[config.mk]
export PLATFORM = sky130hd
export DESIGN_NAME = axis_differentiator
export DESIGN_NICKNAME = d
export VERILOG_FILES = /design/src/rtl/axis_differentiator_pkg.sv /design/src/rtl/axis_reg_slice.sv /design/src/rtl/axis_differentiator.sv
export SDC_FILE = /design/constraint.sdc
export NUM_CORES = 1
export LEC_CHECK = 0
export CORE_UTILIZATION = 31
export DETAILED_ROUTE_END_ITERATION = 7
export PLACE_DENSITY = 0.57
export SLEW_MARGIN = 40
export SYNTH_ARGS = -nofsm -noshare
export SYNTH_HDL_FRONTEND = slang
export SYNTH_SLANG_ARGS = --single-unit
[constraint.sdc]
create_clock -name aclk -period 3.3 [get_ports aclk]
set_clock_uncertainty 0.05 [all_clocks]
set_input_delay 0.33 -clock aclk [delete_from_list [all_inputs] [get_ports aclk]]
set_output_delay 0.33 -clock aclk [all_outputs]
set_load 0.05 [all_outputs]
[src/rtl/axis_differentiator_pkg.sv]
// axis_differentiator_pkg: shared width and sample type for the differentiator
package axis_differentiator_pkg;
  localparam int W = 32;
  typedef logic signed [W-1:0] sample_t;
endpackage

[src/rtl/axis_reg_slice.sv]
// axis_reg_slice: one-deep AXI4-Stream output register with valid/ready logic
module axis_reg_slice #(
  parameter int WIDTH = 32
) (
  input  logic             clk,
  input  logic             rst,
  input  logic [WIDTH-1:0] i_data,
  input  logic             i_valid,
  output logic             o_ready,
  output logic [WIDTH-1:0] o_data,
  output logic             o_valid,
  input  logic             i_ready
);
  logic [WIDTH-1:0] r_data;
  logic             r_valid;
  assign o_ready = ~rst & (i_ready | ~r_valid);
  assign o_data  = r_data;
  assign o_valid = r_valid;
  always_ff @(posedge clk) begin
    if (rst) begin
      r_data  <= '0;
      r_valid <= 1'b0;
    end else if (i_valid & o_ready) begin
      r_data  <= i_data;
      r_valid <= 1'b1;
    end else if (i_ready) begin
      r_valid <= 1'b0;
    end
  end
endmodule

[src/rtl/axis_differentiator.sv]
// axis_differentiator: AXI4-Stream first difference y[n] = x[n] - x[n-1], modulo 2^W
module axis_differentiator
  import axis_differentiator_pkg::*;
#(
  parameter int AXIS_TDATA_WIDTH = W
) (
  input  logic                        aclk,
  input  logic                        areset,
  input  logic                        enable,
  input  logic [AXIS_TDATA_WIDTH-1:0] S_AXIS_tdata,
  input  logic                        S_AXIS_tvalid,
  output logic                        S_AXIS_tready,
  output logic [AXIS_TDATA_WIDTH-1:0] M_AXIS_tdata,
  output logic                        M_AXIS_tvalid,
  input  logic                        M_AXIS_tready
);
  logic [AXIS_TDATA_WIDTH-1:0] r_prev;
  logic                        r_primed;
  logic [AXIS_TDATA_WIDTH-1:0] w_y;
  logic                        w_acc;
  assign w_acc = S_AXIS_tvalid & S_AXIS_tready;
  // the first sample after reset only seeds the history, so it emits zero
  always_comb w_y = !enable ? S_AXIS_tdata : r_primed ? S_AXIS_tdata - r_prev : '0;
  always_ff @(posedge aclk) begin
    if (areset) begin
      r_prev   <= '0;
      r_primed <= 1'b0;
    end else if (w_acc) begin
      r_prev   <= S_AXIS_tdata;
      r_primed <= 1'b1;
    end
  end
  axis_reg_slice #(.WIDTH(AXIS_TDATA_WIDTH)) u_slice (
    .clk     (aclk),
    .rst     (areset),
    .i_data  (w_y),
    .i_valid (S_AXIS_tvalid),
    .o_ready (S_AXIS_tready),
    .o_data  (M_AXIS_tdata),
    .o_valid (M_AXIS_tvalid),
    .i_ready (M_AXIS_tready)
  );
endmodule

==> impl_results.md, run 1 <==
* Status: completed
* Die Area at 0.01509 mm2
* WP data required at around 3.5 ns
* FF/Latch Area at 0.001321 mm2
* I/O pins at 71
* TritonCTS Sinks at 66
* Vias at 4350
* Most frequent cell after synthesis: nand2_1
* Synth area leaders: dfxtp_1 (29%), ha_1 (8.8%), a21oi_1 (7.4%)
* Fin crit share at 83.15%
* Fin. Hold Viols at 0
* Drt initial violations at about 220
* Fmax at 364.4 MHz
* Post-synthesis register bit count at 66
* Worst hold path type: in -> reg
* Netlist cell types at 67
* TritonCTS clock tree: done
* R2r startpoint: r_prev[1]
* Mapped Area at 0.004527 mm2
* Switching share of power at about a third
* Reg clk slew, reported paths at around 0.050 ns
* Antenna diode count at 0
* Synth top area share at 29.19%
* Final GP Congestion at between 0.8 and 0.9
* H-Tree Depth at 3
* Switching power at 0.0008729 W
* Max FO, Critical Path at 4
* Pwr Total at 0.002585 W
* Crit Path Class: in -> reg
* Buffers on Ports at 70
* Setup violators final at 0
* Area of the multi-input gates at 0.002915 mm2
* Share of layout cells above drive strength 1 at 7.453%
* Register area share after synthesis at 29.19%
* Max_cap viols at 0
* Layout filler cell count at 1435
* Clock buffer depth at 2
* CORE AREA at 0.01404 mm2
* Async SR Flop Fraction at 0%
* Synth Flop Type: dfxtp_1
* Final wirelength at ~13000 um
* WL per Instance at ~15 um
* Post-DP HPWL at 9443 um
* Post-route antenna net violation count at 0
* Leak pwr at approximately 2.2 nW
* PD cells at 457.9 mW/mm2
* Hold_ws at between 0.3 and 0.4 ns
* Worst setup path startpoint: S_AXIS_tdata[0]
* Sequential group share of total power at around a third
* Maximum vdd ir drop at 223.7 uV
* Pin count of the biggest net entering global routing at 45
* Clk Latency, worst-skew pair at ~0.34 ns
* Vias/cell at 5.279
* Hold buffer count at CTS at 0
* Initial antenna violation count at 0
* Syn avg cell area at 7.738 um2
* Reg2reg path depth at 9
* Pre-antenna DRT Iters at 4
* Slew Limit Fails at 0
* Pint at 0.001713 W
* First-pass GRT wire length at ~21000 um
* Die Height at 122.8 um
* Final nets at around 700
* Synthesized net count at 655
* Number of global-route vias before repair at slightly above 4000
* Die Width at ~120 um
* Number of flops mapped to enable cells by yosys at 0
* Worst Min Path Start: areset
* Total gr overflow at 0
* Setup TNS at 0 ns
* Clock power frac at 34.2%
* Synth-to-layout area growth at 24.74%
* Setup repair after global routing missed its margin: false
* Slew margin rel. at between 50% and 60%
* Resize count post-CTS at 0
* Yosys top cell by area: dfxtp_1
* Row Count at 43
* Post-CTS setup buffer count at 0
* Initial Utilization at 32.24%
* Worst Setup End Kind: flop
* Crit path launch type: primary input
* Measured slew at the worst slew-check pin at 0.6041 ns
* CTS root buffer: clkbuf_16
* Period minus WS final at roughly 2.7 ns
* Cell depth of the worst hold path at 2
* Total CTS buffers at 9
* Arrival @ worst endpoint at just under 3 ns
* Total Routing Usage GR at 17.99%
* DRC Markers at 0
* Ys Warns at 0
* Combinational power share at a little under a third
* Top cells by count, synth: nand2_1 (80), a21oi_1 (67), dfxtp_1 (66), inv_1 (39), ha_1 (32)
* Post-Syn Instances at 585
[per-layer routing]
layer  vias up  track usage [%]  wire length [um]
li1       2213                -                 -
met1      2026            24.41              6315
met2       104            27.60              5731
met3         7            4.089               573
met4         0            6.631               113
met5         -                0                 0
[metrics by stage]
stage | std cells | util, % | instance area [um2] | worst slack, ns
final | 824 | 40.21 | 5647 | 0.5560
after CTS | 824 | 40.21 | 5647 | 0.5731
after floorplan | 585 | - | 4527 | 0.8558
after global routing | 824 | 40.21 | 5647 | 0.4944
after detailed placement | 809 | 38.28 | 5375 | 0.2178
after global placement | 809 | 38.28 | 5375 | 0.2614
[layout make-up]
cell class              count  area share [%]
inverters                  40           2.659
clock inverters             3          0.2659
repair buffers             79           13.52
well taps                 180           3.988
flip-flops and latches     66           23.40
clock buffers              12           4.542
multi-input cells         444           51.63
[power groups by stage]
stage                     logic (W)  registers, W  clock network [W]
after floorplan            0.000482      0.000995                  0
after detailed placement   0.000817      0.000898                  0
final                      0.000821      0.000882           0.000883
after global routing       0.000901      0.000887           0.000942
after CTS                  0.000822      0.000882           0.000909
after global placement     0.000813      0.000897                  0
[critical path, stage by stage]
cell and delay, ns:
clkdlybuf4s50_1 0.45, inv_1 0.08, ha_1 0.23, fa_1 0.42, nor2b_4 0.15, o31a_4 0.15, o31ai_4 0.10, a32oi_4 0.30
a41oi_4 0.17, or4_1 0.49, nand3_1 0.09
[worst paths after layout]
check / endpoint / slack [ns]
worst max-delay path: u_slice.o_data[30] / 0.56
worst min-delay path: r_primed / 0.40
worst max register to register: u_slice.o_data[27] / 0.75
worst min register to register: u_slice.o_data[5] / 0.40
[kinds of logic (layout without fill, tap and decap cells)]
family / Yosys count / after routing / share of synthesized area, %
XOR/XNOR: 22 / 22 / 4.256
AND/OR/NAND/NOR: 185 / 185 / 19.24
adder cells (fa/ha/maj): 33 / 33 / 9.287
multiplexers: 1 / 1 / 0.2211
AO/OA/AOI/OAI: 203 / 203 / 31.32
flip-flops: 66 / 66 / 29.19
buffers and inverters: 75 / 134 / 6.495
[cells in the final DEF (no fill, tap or decap), types with 9 or more instances in the layout]
cell type | synthesis | final
nand2_1 | 80 | 79
clkdlybuf4s50_1 | 0 | 69
a21oi_1 | 67 | 67
dfxtp_1 | 66 | 66
inv_1 | 39 | 39
ha_1 | 32 | 32
nor2_1 | 28 | 28
o21ai_0 | 27 | 27
nand3_1 | 23 | 23
and3_1 | 20 | 19
o31ai_1 | 16 | 16
xnor2_1 | 16 | 16
a21o_1 | 11 | 11
a31oi_1 | 9 | 9
clkbuf_16 | 0 | 9
buf_4 | 0 | 9
[flip-flops by register name, indices dropped and copies added (netlist names)]
| signal | cells |
|---|---|
| u_slice.o_valid | 1 |
| u_slice.o_data | 32 |
| r_primed | 1 |
| r_prev | 32 |
Power figures use the tool's default switching activity.
==> run 2: changes to the inputs <==
==> constraint.sdc (replaced) <==
create_clock -name aclk -period 2.6 [get_ports aclk]
set_clock_uncertainty 0.05 [all_clocks]
set_input_delay 0.26 -clock aclk [delete_from_list [all_inputs] [get_ports aclk]]
set_output_delay 0.26 -clock aclk [all_outputs]
set_load 0.05 [all_outputs]
==> run 2 against run 1 <==
  * Hold slack worse by 0.019 ns
  * Worst setup slack got worse by 0.45 ns
  * Register-to-register slack got worse by 0.59 ns
  * Sequential cell count unchanged
  * Clock power up 34%
  * Non-clock buffer count is 70 higher
  * Combinational power rose by 47%
  * Largest power group is now combinational cells
  * Highest routed layer unchanged
==> impl_results.md, run 2 (synthesis gave the netlist of run 1 again) <==
* Status: completed
* WP data required at 2.84 ns (-0.69 ns)
* Buffers on Ports at 70 (unchanged)
* Worst Setup End Kind: flop
* Fin area at 0.006218 mm2 (+10%)
* Row Count at 43 (unchanged)
* Clock buffer depth at 2 (unchanged)
* Number of global-route vias before repair at 4614 (+11%)
* TritonCTS clock tree: done
* Die Area at 0.01509 mm2 (unchanged)
* Resize count post-CTS at 0 (unchanged)
* Reg clk slew, reported paths at 0.05 ns (about the same)
* Setup violators final at 0 (unchanged)
* Combinational power share at 34.4% (+2.7 points)
* First-pass GRT wire length at 22400 um (+6.9%)
* DRC Markers at 0 (unchanged)
* Clock power frac at 33.7% (-0.5 points)
* Pin count of the biggest net entering global routing at 75 (+67%)
* Sequential group share of total power at 31.9% (-2.2 points)
* Antenna diode count at 0 (unchanged)
* Layout filler cell count at 1385 (-3.5%)
* Maximum vdd ir drop at 313.8 uV (+40%)
* Max layer used: met4
* Share of layout cells above drive strength 1 at 17.23% (+9.8 points)
* Slowest CP cell: or4_1
* Synth-to-layout area growth at 37.37%
* Final GP Congestion at 0.8938 (+2.3%)
* Drt initial violations at 299 (+37%)
* Fmax at about 400 MHz
* Total gr overflow at 0 (unchanged)
* I/O pins at 71 (unchanged)
* Post-route antenna net violation count at 0 (unchanged)
* Die Height at 122.8 um (unchanged)
* CORE AREA at 0.01404 mm2 (unchanged)
* Fin crit share at 95.84%
* Cell depth of the worst hold path at 3 (+1)
* Worst hold path type: in -> reg
* Reg2reg setup slack at 0.16 ns (-0.59 ns)
* Max FO, Critical Path at 3 (-1)
* Vias at 4673 (+7.4%)
* Measured slew at the worst slew-check pin at 0.5422 ns (-0.06191 ns)
* Commonest non-fill, non-tap cell in the layout: nand2_1
* Slew margin rel. at 63.74% (+5.1 points)
* DR WL met2 at 6062 um (+5.8%)
* Placed Cells at 879 (+8.7%)
* WL met3 at 587 um (+2.4%)
* R2r startpoint: r_prev[0]
* WL per Instance at 15.14 um (-2.0%)
* Die Width at 122.8 um (unchanged)
* Crit path launch type: primary input
* Initial Utilization at 32.24% (unchanged)
* Pint at 0.002355 W (+38%)
* Worst setup path startpoint: S_AXIS_tdata[0]
* Switching power at 0.001156 W (+32%)
* Max_cap viols at 0 (unchanged)
* Post-CTS setup buffer count at 0 (unchanged)
* Final wirelength at 13530 um (+6.3%)
* DRT met1 WL at 6622 um (+4.9%)
* Crit Path Class: in -> reg
* H-Tree Depth at 3 (unchanged)
* Worst Min Path Start: areset
* Post-DP HPWL at 10240 um (+8.5%)
* Arrival @ worst endpoint at 2.73 ns (-0.24 ns)
* Fin. Hold Viols at 0 (unchanged)
* Most frequent cells in the layout: nand2_1 (79), buf_4 (78), clkdlybuf4s50_1 (69)
* CP cell instances: clkdlybuf4s50_1, inv_1, ha_1, fa_2, nor2b_4, o31a_4, o31ai_4, a32oi_4, a41oi_4, or4_1, nand3_1
* Hold buffer count at CTS at 0 (unchanged)
* TritonCTS Sinks at 66 (unchanged)
* Placed cell areas at 0.005913 mm2 (+10%)
* Slew Limit Fails at 0 (unchanged)
* Total Routing Usage GR at 19.16% (+1.2 points)
* Leak pwr at 2.498 nW (+16%)
* Final nets at 780 (+9.9%)
* Period minus WS final at roughly 2.5 ns
* Initial antenna violation count at 0 (unchanged)
* PD cells at 564.6 mW/mm2 (+23%)
* Reg2reg path depth at 10 (+1)
* Setup repair after global routing missed its margin: false
* Final Non-Filler Cells at 894 (+8.5%)
* Switching share of power at 32.92% (-0.84 points)
* CP max stage delay at 0.47 ns (-0.02 ns)
* Pre-antenna DRT Iters at 5 (+1)
* Vias/cell at 5.227 (-0.99%)
* Clk Latency, worst-skew pair at 0.35 ns (about the same)
* CTS root buffer: clkbuf_16
* Total CTS buffers at 9 (unchanged)
## run 2: cell count changes in the layout (fill, tap and decap cells not counted)
cell	previous run	this run
a211oi_1	6	4
a211oi_2	0	2
buf_12	0	1
buf_4	9	78
clkbuf_1	1	0
clkbuf_8	2	4
clkinv_2	3	2
fa_1	1	0
fa_2	0	1
ha_1	32	31
ha_2	0	1
## run 2: path summary, 6_finish.rpt
check                       endpoint
setup reg to reg  u_slice.o_data[24]
setup / recovery  u_slice.o_data[30]
hold / removal              r_primed
hold reg to reg           r_prev[23]
## run 2: through the flow
step                      TNS [ns]  util, %  power [W]  setup slack (ns)  hold WS, ns
after global routing             0    44.28   0.003707          0.005726       0.3843
after floorplan                  0        -   0.001873            0.2037       0.3090
final                            0    44.28   0.003511            0.1081       0.3786
after global placement      -2.248    42.11   0.002326           -0.2665       0.3926
after CTS                        0    44.18   0.003546           0.05106       0.3612
after detailed placement    -2.562    42.11   0.002340           -0.3007       0.3983
## run 2: worst max-delay path: cells and delay by family
| kind | cells | cell delay [ns] |
|---|---|---|
| simple gates | 3 | 0.69 |
| compound gates | 4 | 0.68 |
| fa+ha+maj | 2 | 0.58 |
| buf+inv | 2 | 0.51 |
## run 2: power groups by stage
stage / registers, W / clock network (W) / logic, W
final: 0.00112 / 0.00118 / 0.00121
after CTS: 0.00112 / 0.00122 / 0.00121
after detailed placement: 0.00114 / 0 / 0.00120
after floorplan: 0.00126 / 0 / 0.000611
after global routing: 0.00113 / 0.00126 / 0.00132
after global placement: 0.00114 / 0 / 0.00119
## run 2: final cells by class
cell class | count | area, um2 | share of cell area (%)
multi-input combinational | 444 | 2930 | 47.12
sequential | 66 | 1321 | 21.25
timing repair buffer | 149 | 1301 | 20.93
clock buffer | 13 | 280.3 | 4.507
tap | 180 | 225.2 | 3.622
inverter | 40 | 150.1 | 2.414
clock inverter | 2 | 10.01 | 0.1610
## run 2: metal layers
metal / vias to the layer above / global-route usage (%)
li1: 2361 / -
met5: - / 0
met1: 2180 / 24.70
met2: 114 / 31.14
met4: 0 / 7.546
met3: 18 / 3.857
==> run 3: changes to the inputs <==
--- a/config.mk
+++ b/config.mk
@@ -8,7 +8,7 @@
 export CORE_UTILIZATION = 31
 export DETAILED_ROUTE_END_ITERATION = 7
 export PLACE_DENSITY = 0.57
-export SLEW_MARGIN = 40
+export SLEW_MARGIN = 20
 export SYNTH_ARGS = -nofsm -noshare
 export SYNTH_HDL_FRONTEND = slang
 export SYNTH_SLANG_ARGS = --single-unit
==> results of run 3 <==
Final layout, timing and power as in run 2 (identical DEF).
